--- src/rtl/fetch_if.sv ---
// Fetch controller bus: datapath/decode handshakes plus the I-cache request channel.
// The master modport is the fetch controller; the slave modport is its surroundings.
interface fetch_if #(
    parameter int XLEN = 32
);
    logic [XLEN-1:0] pc_next;
    logic            redirect_req;
    logic            wfi_req;
    logic            irq_pending;
    logic            id_ready;
    logic            icache_ack;
    logic [XLEN-1:0] icache_rdata;
    logic            icache_req;
    logic [XLEN-1:0] icache_addr;
    logic            if_stall;
    logic            if_valid;
    logic [XLEN-1:0] if_instr;
    logic [31:0]     stall_cnt;

    modport master (
        input  pc_next, redirect_req, wfi_req, irq_pending, id_ready,
        input  icache_ack, icache_rdata,
        output icache_req, icache_addr, if_stall, if_valid, if_instr, stall_cnt
    );

    modport slave (
        output pc_next, redirect_req, wfi_req, irq_pending, id_ready,
        output icache_ack, icache_rdata,
        input  icache_req, icache_addr, if_stall, if_valid, if_instr, stall_cnt
    );
endinterface

--- src/rtl/fetch_ctrl.sv ---
// Instruction-fetch sequencer: one outstanding I-cache request, decode back-pressure,
// redirect/WFI handling and a saturating stall-cycle counter.
//
// state    | meaning
// RST_WAIT | first cycle after reset, no request, late acks ignored
// FETCH    | request outstanding at icache_addr
// HOLD     | response captured, waiting for decode to accept it
// DISCARD  | request abandoned, waiting for its ack to drain
// WFI      | asleep until irq_pending or redirect_req
module fetch_ctrl #(
    parameter int              XLEN      = 32,
    parameter logic [XLEN-1:0] RESET_PC  = '0,
    parameter logic [XLEN-1:0] NOP_INSTR = XLEN'(32'h0000_0013)
) (
    input logic     clk,
    input logic     rst_n,
    fetch_if.master bus
);
    localparam logic [2:0] RST_WAIT = 3'd0;
    localparam logic [2:0] FETCH    = 3'd1;
    localparam logic [2:0] HOLD     = 3'd2;
    localparam logic [2:0] DISCARD  = 3'd3;
    localparam logic [2:0] WFI      = 3'd4;

    logic [2:0]      state_q, state_d;
    logic [XLEN-1:0] addr_q, addr_d;
    logic [XLEN-1:0] hold_q, hold_d;
    logic            wfi_pend_q, wfi_pend_d;
    logic [31:0]     stall_cnt_q, stall_cnt_d;
    logic            valid, use_hold, stall;

    always_comb begin
        state_d    = state_q;
        addr_d     = addr_q;
        hold_d     = hold_q;
        wfi_pend_d = wfi_pend_q;
        valid      = 1'b0;
        use_hold   = 1'b0;
        stall      = 1'b1;
        case (state_q)
            RST_WAIT: begin
                state_d = FETCH;
                if (bus.redirect_req) begin
                    stall  = 1'b0;
                    addr_d = bus.pc_next;
                end
            end
            FETCH: begin
                if (bus.redirect_req) begin
                    stall   = 1'b0;
                    addr_d  = bus.pc_next;
                    state_d = bus.icache_ack ? FETCH : DISCARD;
                end else if (bus.wfi_req) begin
                    if (bus.icache_ack) begin
                        state_d = WFI;
                    end else begin
                        wfi_pend_d = 1'b1;
                        state_d    = DISCARD;
                    end
                end else if (bus.icache_ack) begin
                    if (bus.id_ready) begin
                        valid  = 1'b1;
                        stall  = 1'b0;
                        addr_d = bus.pc_next;
                    end else begin
                        hold_d  = bus.icache_rdata;
                        state_d = HOLD;
                    end
                end
            end
            HOLD: begin
                if (bus.redirect_req) begin
                    stall   = 1'b0;
                    addr_d  = bus.pc_next;
                    state_d = FETCH;
                end else if (bus.wfi_req) begin
                    state_d = WFI;
                end else if (bus.id_ready) begin
                    valid    = 1'b1;
                    use_hold = 1'b1;
                    stall    = 1'b0;
                    addr_d   = bus.pc_next;
                    state_d  = FETCH;
                end
            end
            DISCARD: begin
                // The in-flight response still has to drain; redirects only retarget the next fetch.
                if (bus.redirect_req) begin
                    stall  = 1'b0;
                    addr_d = bus.pc_next;
                end else if (bus.wfi_req) begin
                    wfi_pend_d = 1'b1;
                end
                if (bus.icache_ack) begin
                    state_d = wfi_pend_d ? WFI : FETCH;
                end
            end
            WFI: begin
                if (bus.irq_pending || bus.redirect_req) begin
                    stall      = ~bus.redirect_req;
                    addr_d     = bus.pc_next;
                    wfi_pend_d = 1'b0;
                    state_d    = FETCH;
                end
            end
            default: state_d = RST_WAIT;
        endcase

        stall_cnt_d = stall_cnt_q;
        if (stall && !bus.redirect_req && stall_cnt_q != 32'hFFFF_FFFF) begin
            stall_cnt_d = stall_cnt_q + 32'd1;
        end
    end

    always_ff @(posedge clk or negedge rst_n) begin
        if (!rst_n) begin
            state_q     <= RST_WAIT;
            addr_q      <= RESET_PC;
            hold_q      <= '0;
            wfi_pend_q  <= 1'b0;
            stall_cnt_q <= '0;
        end else begin
            state_q     <= state_d;
            addr_q      <= addr_d;
            hold_q      <= hold_d;
            wfi_pend_q  <= wfi_pend_d;
            stall_cnt_q <= stall_cnt_d;
        end
    end

    assign bus.icache_req  = (state_q == FETCH);
    assign bus.icache_addr = addr_q;
    assign bus.if_valid    = valid;
    assign bus.if_instr    = valid ? (use_hold ? hold_q : bus.icache_rdata) : NOP_INSTR;
    assign bus.if_stall    = stall;
    assign bus.stall_cnt   = stall_cnt_q;
endmodule

--- src/flat_wrapper.sv ---
// flat-port wrapper written by rule: the top's interface ports become plain ports
module fetch_ctrl_flat 
#(
    parameter int              XLEN      = 32,
    parameter logic [XLEN-1:0] RESET_PC  = '0,
    parameter logic [XLEN-1:0] NOP_INSTR = XLEN'(32'h0000_0013)
)
  (clk, rst_n, bus_pc_next, bus_redirect_req, bus_wfi_req, bus_irq_pending, bus_id_ready, bus_icache_ack, bus_icache_rdata, bus_icache_req, bus_icache_addr, bus_if_stall, bus_if_valid, bus_if_instr, bus_stall_cnt);
  fetch_if #(.XLEN(XLEN)) bus_i ();
  input logic clk;
  input logic rst_n;
  input wire logic [$bits(bus_i.pc_next)-1:0] bus_pc_next;
  input wire logic [$bits(bus_i.redirect_req)-1:0] bus_redirect_req;
  input wire logic [$bits(bus_i.wfi_req)-1:0] bus_wfi_req;
  input wire logic [$bits(bus_i.irq_pending)-1:0] bus_irq_pending;
  input wire logic [$bits(bus_i.id_ready)-1:0] bus_id_ready;
  input wire logic [$bits(bus_i.icache_ack)-1:0] bus_icache_ack;
  input wire logic [$bits(bus_i.icache_rdata)-1:0] bus_icache_rdata;
  output wire logic [$bits(bus_i.icache_req)-1:0] bus_icache_req;
  output wire logic [$bits(bus_i.icache_addr)-1:0] bus_icache_addr;
  output wire logic [$bits(bus_i.if_stall)-1:0] bus_if_stall;
  output wire logic [$bits(bus_i.if_valid)-1:0] bus_if_valid;
  output wire logic [$bits(bus_i.if_instr)-1:0] bus_if_instr;
  output wire logic [$bits(bus_i.stall_cnt)-1:0] bus_stall_cnt;
  assign bus_i.pc_next = bus_pc_next;
  assign bus_i.redirect_req = bus_redirect_req;
  assign bus_i.wfi_req = bus_wfi_req;
  assign bus_i.irq_pending = bus_irq_pending;
  assign bus_i.id_ready = bus_id_ready;
  assign bus_i.icache_ack = bus_icache_ack;
  assign bus_i.icache_rdata = bus_icache_rdata;
  assign bus_icache_req = bus_i.icache_req;
  assign bus_icache_addr = bus_i.icache_addr;
  assign bus_if_stall = bus_i.if_stall;
  assign bus_if_valid = bus_i.if_valid;
  assign bus_if_instr = bus_i.if_instr;
  assign bus_stall_cnt = bus_i.stall_cnt;
  fetch_ctrl #(.XLEN(XLEN), .RESET_PC(RESET_PC), .NOP_INSTR(NOP_INSTR)) u_core (.clk(clk), .rst_n(rst_n), .bus(bus_i));
endmodule
--- config.mk ---
export PLATFORM = sky130hd
export DESIGN_NAME = fetch_ctrl_flat
export DESIGN_NICKNAME = d
export VERILOG_FILES = /design/src/rtl/fetch_if.sv /design/src/rtl/fetch_ctrl.sv /design/src/flat_wrapper.sv
export SDC_FILE = /design/constraint.sdc
export NUM_CORES = 1
export LEC_CHECK = 0
export ABC_AREA = 1
export CORE_MARGIN = 2
export CORE_UTILIZATION = 43
export CTS_CLUSTER_SIZE = 12
export DETAILED_ROUTE_END_ITERATION = 12
export PLACE_DENSITY = 0.85
export SLEW_MARGIN = 10
export SYNTH_ARGS = -nofsm -noshare
export SYNTH_HDL_FRONTEND = slang
export SYNTH_SLANG_ARGS = --single-unit
--- constraint.sdc ---
create_clock -name clk -period 1.6 [get_ports clk]
set_input_delay 0.32 -clock clk [delete_from_list [all_inputs] [get_ports clk]]
set_output_delay 0.32 -clock clk [all_outputs]
set_load 0.02 [all_outputs]
==> key figures <==
Outcome
  – Status: finished, violations left
  – Violations in the final reports: setup timing

Timing
  – Aggregate negative setup slack: -72.21 ns
  – Fin Clk Skew: 0.0117 ns
  – Relative slew slack: 0.726
  – Max Clock Freq: 0.406 GHz
  – Worst hold margin: 0.377 ns
  – Max Transition Viols Final: 0
  – Worst slew pin tran: 0.407 ns
  – Unrepaired setup endpoints after global routing: yes
  – Post-route fraction of the period consumed by the critical path: 1.54
  – Final Hold Fails: 0
  – Time the final worst path needs with I/O delays and setup: 2.46 ns
  – Worst Slack Setup Final: -0.860 ns
  – Setup violations, final: 135

Detailed routing
  – Number of detailed-routing iterations run before antenna repair: 5
  – Count of antenna-violating nets left after detailed routing: 0
  – DRC violation count after routing: 0
  – Vias per Instance: 5.69
  – Violation count after the first detailed-routing iteration: 733
  – Via count: 7,520
  – Routed Wire Length: 27.1 mm
  – Per-cell routed wire length: 20.5 um

Worst hold path
  – Path category of the worst min-delay check: in2async

Floorplanning
  – Area enclosed by the die boundary: 0.0144 mm2
  – Initial core utilization: 0.437
  – IO Count: 170
  – Number of rows created at floorplan: 42
  – Horiz. Die Dim: 120 um
  – Y dimension of the die: 120 um
  – Core outline area: 0.0132 mm2

Synth
  – Largest family of logic cells by synthesized area: simple AND/OR/NAND/NOR gates
  – Gate count after technology mapping: 827
  – Avg Cell Area, Syn: 6.98 um2
  – Seq cells post-synth: 100
  – Compound-Gate Fraction of Synth Area: 0.0941
  – Fraction of the yosys area taken by sequential cells: 0.434
  – Area fraction in and, or, nand and nor cells after synthesis: 0.353
  – XOR/XNOR share of the synthesized area: 0.0152
  – Fraction of the mapped netlist area in adder cells: 0.00217
  – Cell variety after synth: 30
  – Number of warnings issued by yosys: 0
  – Proportion of synthesized area in mux cells: 0
  – Synth Net Count: 899
  – Cell area after synthesis: 0.00577 mm2

Global routing
  – Total overflow reported by the global router: 0
  – Pin count of the biggest net entering global routing: 39
  – Global-route wire length before repair: 33.4 mm
  – Antenna violations before repair: 0
  – Via count of the first global-routing pass: 6,760
  – GRT Resource Usage Total: 0.291

Worst setup path
  – Category of the worst setup path capture point: output port
  – Reg-to-reg startpoint: u_core.state_q[0]
  – Critical path launch point: u_core.state_q[0]
  – Type of the worst setup path: reg2out
  – Critical path data arrival time: 2.14 ns
  – Critical Path Source Type: flip-flop
  – Maximum fanout encountered on the critical timing path: 6
  – Data required time at the worst endpoint: 1.28 ns

Placed design
  – Final estimated routing congestion in global placement: 0.911
  – Count of port buffers added during placement: 169
  – Detailed Place HPWL: 12.2 mm

Clock tree
  – Clock tree from TritonCTS: done
  – H-tree Lvls: 3
  – Worst-Skew Late Latency: 0.35 ns
  – Clock root buffer: sky130_fd_sc_hd__clkbuf_16
  – Maximum buffer depth of the clock tree: 2
  – Number of sinks on the clock net: 100
  – Clock transition at path regs: 0.08 ns
  – Number of buffers created by CTS: 9

Finish
  – Area growth from synthesis to layout: 88.7%
  – Ratio of cells with drive above 1 in the final layout: 0.428
  – # fillers: 690
  – Nets: 1,213
  – Inserted Diodes: 0

Power
  – Part of the power in combinational logic: 0.605
  – Pwr dens: 1480 mW/mm2
  – Max IR drop VDD: 977 uV
  – Switching Power: 7.03 mW
  – LEAKAGE: 5.54 nW
  – Internal power: 9.10 mW
  – Seq pwr share: 0.259
  – Switch share: 0.436
  – Clock share of power: 0.136

Job
  – Number of max-cap violations: 0
-- sequential cells by signal, summed over array words and instances (netlist names) --
name and flops:
u_core.bus.icache_addr 32, u_core.bus.stall_cnt 32, u_core.hold_q 32, u_core.state_q 3, u_core.wfi_pend_q 1
-- what timing repair did --
action	4_1_cts	5_1_grt
hold buffers	1	0
gates cloned	19	10
hold endpoints to repair	10	0
endpoints found under the setup margin	170	137
resized for setup	307	362
pin swaps	17	70
buffers inserted	35	26
-- synthesized netlist by cell type --
cell | instances | share of area
sky130_fd_sc_hd__o31ai_4 | 1 | 0.0037
sky130_fd_sc_hd__buf_1 | 1 | 0.00065
sky130_fd_sc_hd__nand3_4 | 1 | 0.0030
sky130_fd_sc_hd__o21ai_1 | 6 | 0.0052
sky130_fd_sc_hd__nand4_2 | 1 | 0.0022
sky130_fd_sc_hd__o211ai_1 | 33 | 0.043
sky130_fd_sc_hd__buf_4 | 6 | 0.0078
sky130_fd_sc_hd__inv_2 | 10 | 0.0065
sky130_fd_sc_hd__nor2_2 | 1 | 0.0011
sky130_fd_sc_hd__xnor2_1 | 9 | 0.014
sky130_fd_sc_hd__nand3_2 | 3 | 0.0052
sky130_fd_sc_hd__nor2_4 | 3 | 0.0059
sky130_fd_sc_hd__ha_1 | 1 | 0.0022
sky130_fd_sc_hd__inv_1 | 94 | 0.061
sky130_fd_sc_hd__nand2_1 | 327 | 0.21
sky130_fd_sc_hd__nor3_1 | 1 | 0.00087
sky130_fd_sc_hd__buf_2 | 21 | 0.018
sky130_fd_sc_hd__a21oi_2 | 1 | 0.0015
sky130_fd_sc_hd__xor2_1 | 1 | 0.0015
sky130_fd_sc_hd__buf_6 | 3 | 0.0059
sky130_fd_sc_hd__nor2_1 | 63 | 0.041
sky130_fd_sc_hd__a21oi_1 | 5 | 0.0043
sky130_fd_sc_hd__o21ai_0 | 42 | 0.036
sky130_fd_sc_hd__nand3b_1 | 1 | 0.0013
sky130_fd_sc_hd__clkbuf_1 | 2 | 0.0013
sky130_fd_sc_hd__or2_2 | 1 | 0.0011
sky130_fd_sc_hd__nand2_4 | 1 | 0.0020
sky130_fd_sc_hd__nand3_1 | 85 | 0.074
sky130_fd_sc_hd__dfrtp_1 | 100 | 0.43
sky130_fd_sc_hd__nand2_2 | 3 | 0.0033
-- metal layers --
metal  up-vias  global-route usage  wire (um)
met5         -                   0          0
met4         0               0.163       2060
met3       191              0.0528       2040
met2       550               0.502      13600
met1      3543               0.342       9400
li1       3236                   -          -
-- logic make-up (layout without fill, tap and decap cells) --
kind of cell | Yosys count | count (layout)
AOI/OAI and AO/OA | 88 | 88
xor gates and xnor gates | 10 | 10
adders and majority gates | 1 | 1
buffers and inverters | 137 | 456
DFF | 100 | 100
and+or+nand+nor | 491 | 491
-- power by group through the flow --
stage	clock [mW]	sequential (mW)	combinational [mW]
2_1_floorplan	0	4.63	2.64
3_3_place_gp	0	3.97	5.87
3_5_place_dp	0	3.99	6.03
4_1_cts	2.15	3.95	7.90
5_1_grt	2.30	4.22	10.2
6_report	2.19	4.18	9.76
-- area by class of cell --
cell class                      count  area (um2)  area share
Inverter                          104         422      0.0387
Sequential cell                   100        2510       0.230
Multi-Input combinational cell    590        3750       0.344
Timing Repair Buffer              336        3710       0.341
Clock inverter                      6        56.3     0.00517
Clock buffer                       10         229      0.0210
Tap cell                          176         220      0.0202
-- worst paths after layout --
path,endpoint,slack [ns],depth (start not counted)
max,bus_if_instr[0],-0.86,9
min,u_core.bus.stall_cnt[3],0.38,2
max reg2reg,u_core.bus.icache_addr[12],-0.65,17
min reg2reg,u_core.bus.icache_addr[17],0.48,2
min in group clk,u_core.bus.icache_addr[17],0.48,2
max in group asynchronous,u_core.bus.icache_addr[31],0.66,3
-- cell usage in the layout, fill, tap and decap left out, types with 2 or more instances in the layout --
cell type,count
sky130_fd_sc_hd__xnor2_1,9
sky130_fd_sc_hd__nand3_4,6
sky130_fd_sc_hd__nand2_4,53
sky130_fd_sc_hd__buf_12,18
sky130_fd_sc_hd__nor2_1,56
sky130_fd_sc_hd__nor2_2,3
sky130_fd_sc_hd__o211ai_1,33
sky130_fd_sc_hd__dlygate4sd2_1,65
sky130_fd_sc_hd__dfrtp_1,96
sky130_fd_sc_hd__dfrtp_2,4
sky130_fd_sc_hd__inv_8,2
sky130_fd_sc_hd__buf_8,10
sky130_fd_sc_hd__buf_6,67
sky130_fd_sc_hd__inv_4,2
sky130_fd_sc_hd__o21ai_1,5
sky130_fd_sc_hd__clkinv_4,2
sky130_fd_sc_hd__a21oi_4,2
sky130_fd_sc_hd__clkbuf_16,16
sky130_fd_sc_hd__nor2_4,8
sky130_fd_sc_hd__o21ai_2,31
sky130_fd_sc_hd__clkdlybuf4s50_1,66
sky130_fd_sc_hd__inv_2,36
sky130_fd_sc_hd__a21oi_1,2
sky130_fd_sc_hd__buf_16,13
sky130_fd_sc_hd__clkdlybuf4s15_1,2
sky130_fd_sc_hd__a21oi_2,2
sky130_fd_sc_hd__buf_4,86
sky130_fd_sc_hd__nand2_1,200
sky130_fd_sc_hd__o21ai_4,2
sky130_fd_sc_hd__o21ai_0,10
sky130_fd_sc_hd__nand3_1,41
sky130_fd_sc_hd__inv_1,65
sky130_fd_sc_hd__nand3_2,42
sky130_fd_sc_hd__nand2_2,78
-- through the flow --
step / worst slack [ns] / power (mW) / std cells / instance area, um2 / util
final: -0.860 / 16.1 / 1322 / 10900 / 0.826
after floorplan: -0.128 / 7.27 / 827 / 5910 / -
after global placement: -0.994 / 9.85 / 1236 / 8450 / 0.640
after CTS: -0.695 / 14.0 / 1303 / 9740 / 0.739
after global routing: -0.850 / 16.7 / 1322 / 10900 / 0.826
after detailed placement: -1.06 / 10.0 / 1236 / 8450 / 0.640
-- worst max-delay path, stage by stage, from the launching register on --
cell	delay, ns
sky130_fd_sc_hd__dfrtp_1	0.45
sky130_fd_sc_hd__inv_2	0.14
sky130_fd_sc_hd__nand3_4	0.11
sky130_fd_sc_hd__inv_2	0.09
sky130_fd_sc_hd__nand3_4	0.10
sky130_fd_sc_hd__buf_12	0.16
sky130_fd_sc_hd__buf_4	0.13
sky130_fd_sc_hd__buf_6	0.12
sky130_fd_sc_hd__o211ai_1	0.27
sky130_fd_sc_hd__buf_4	0.22
Power figures use the tool's default switching activity.
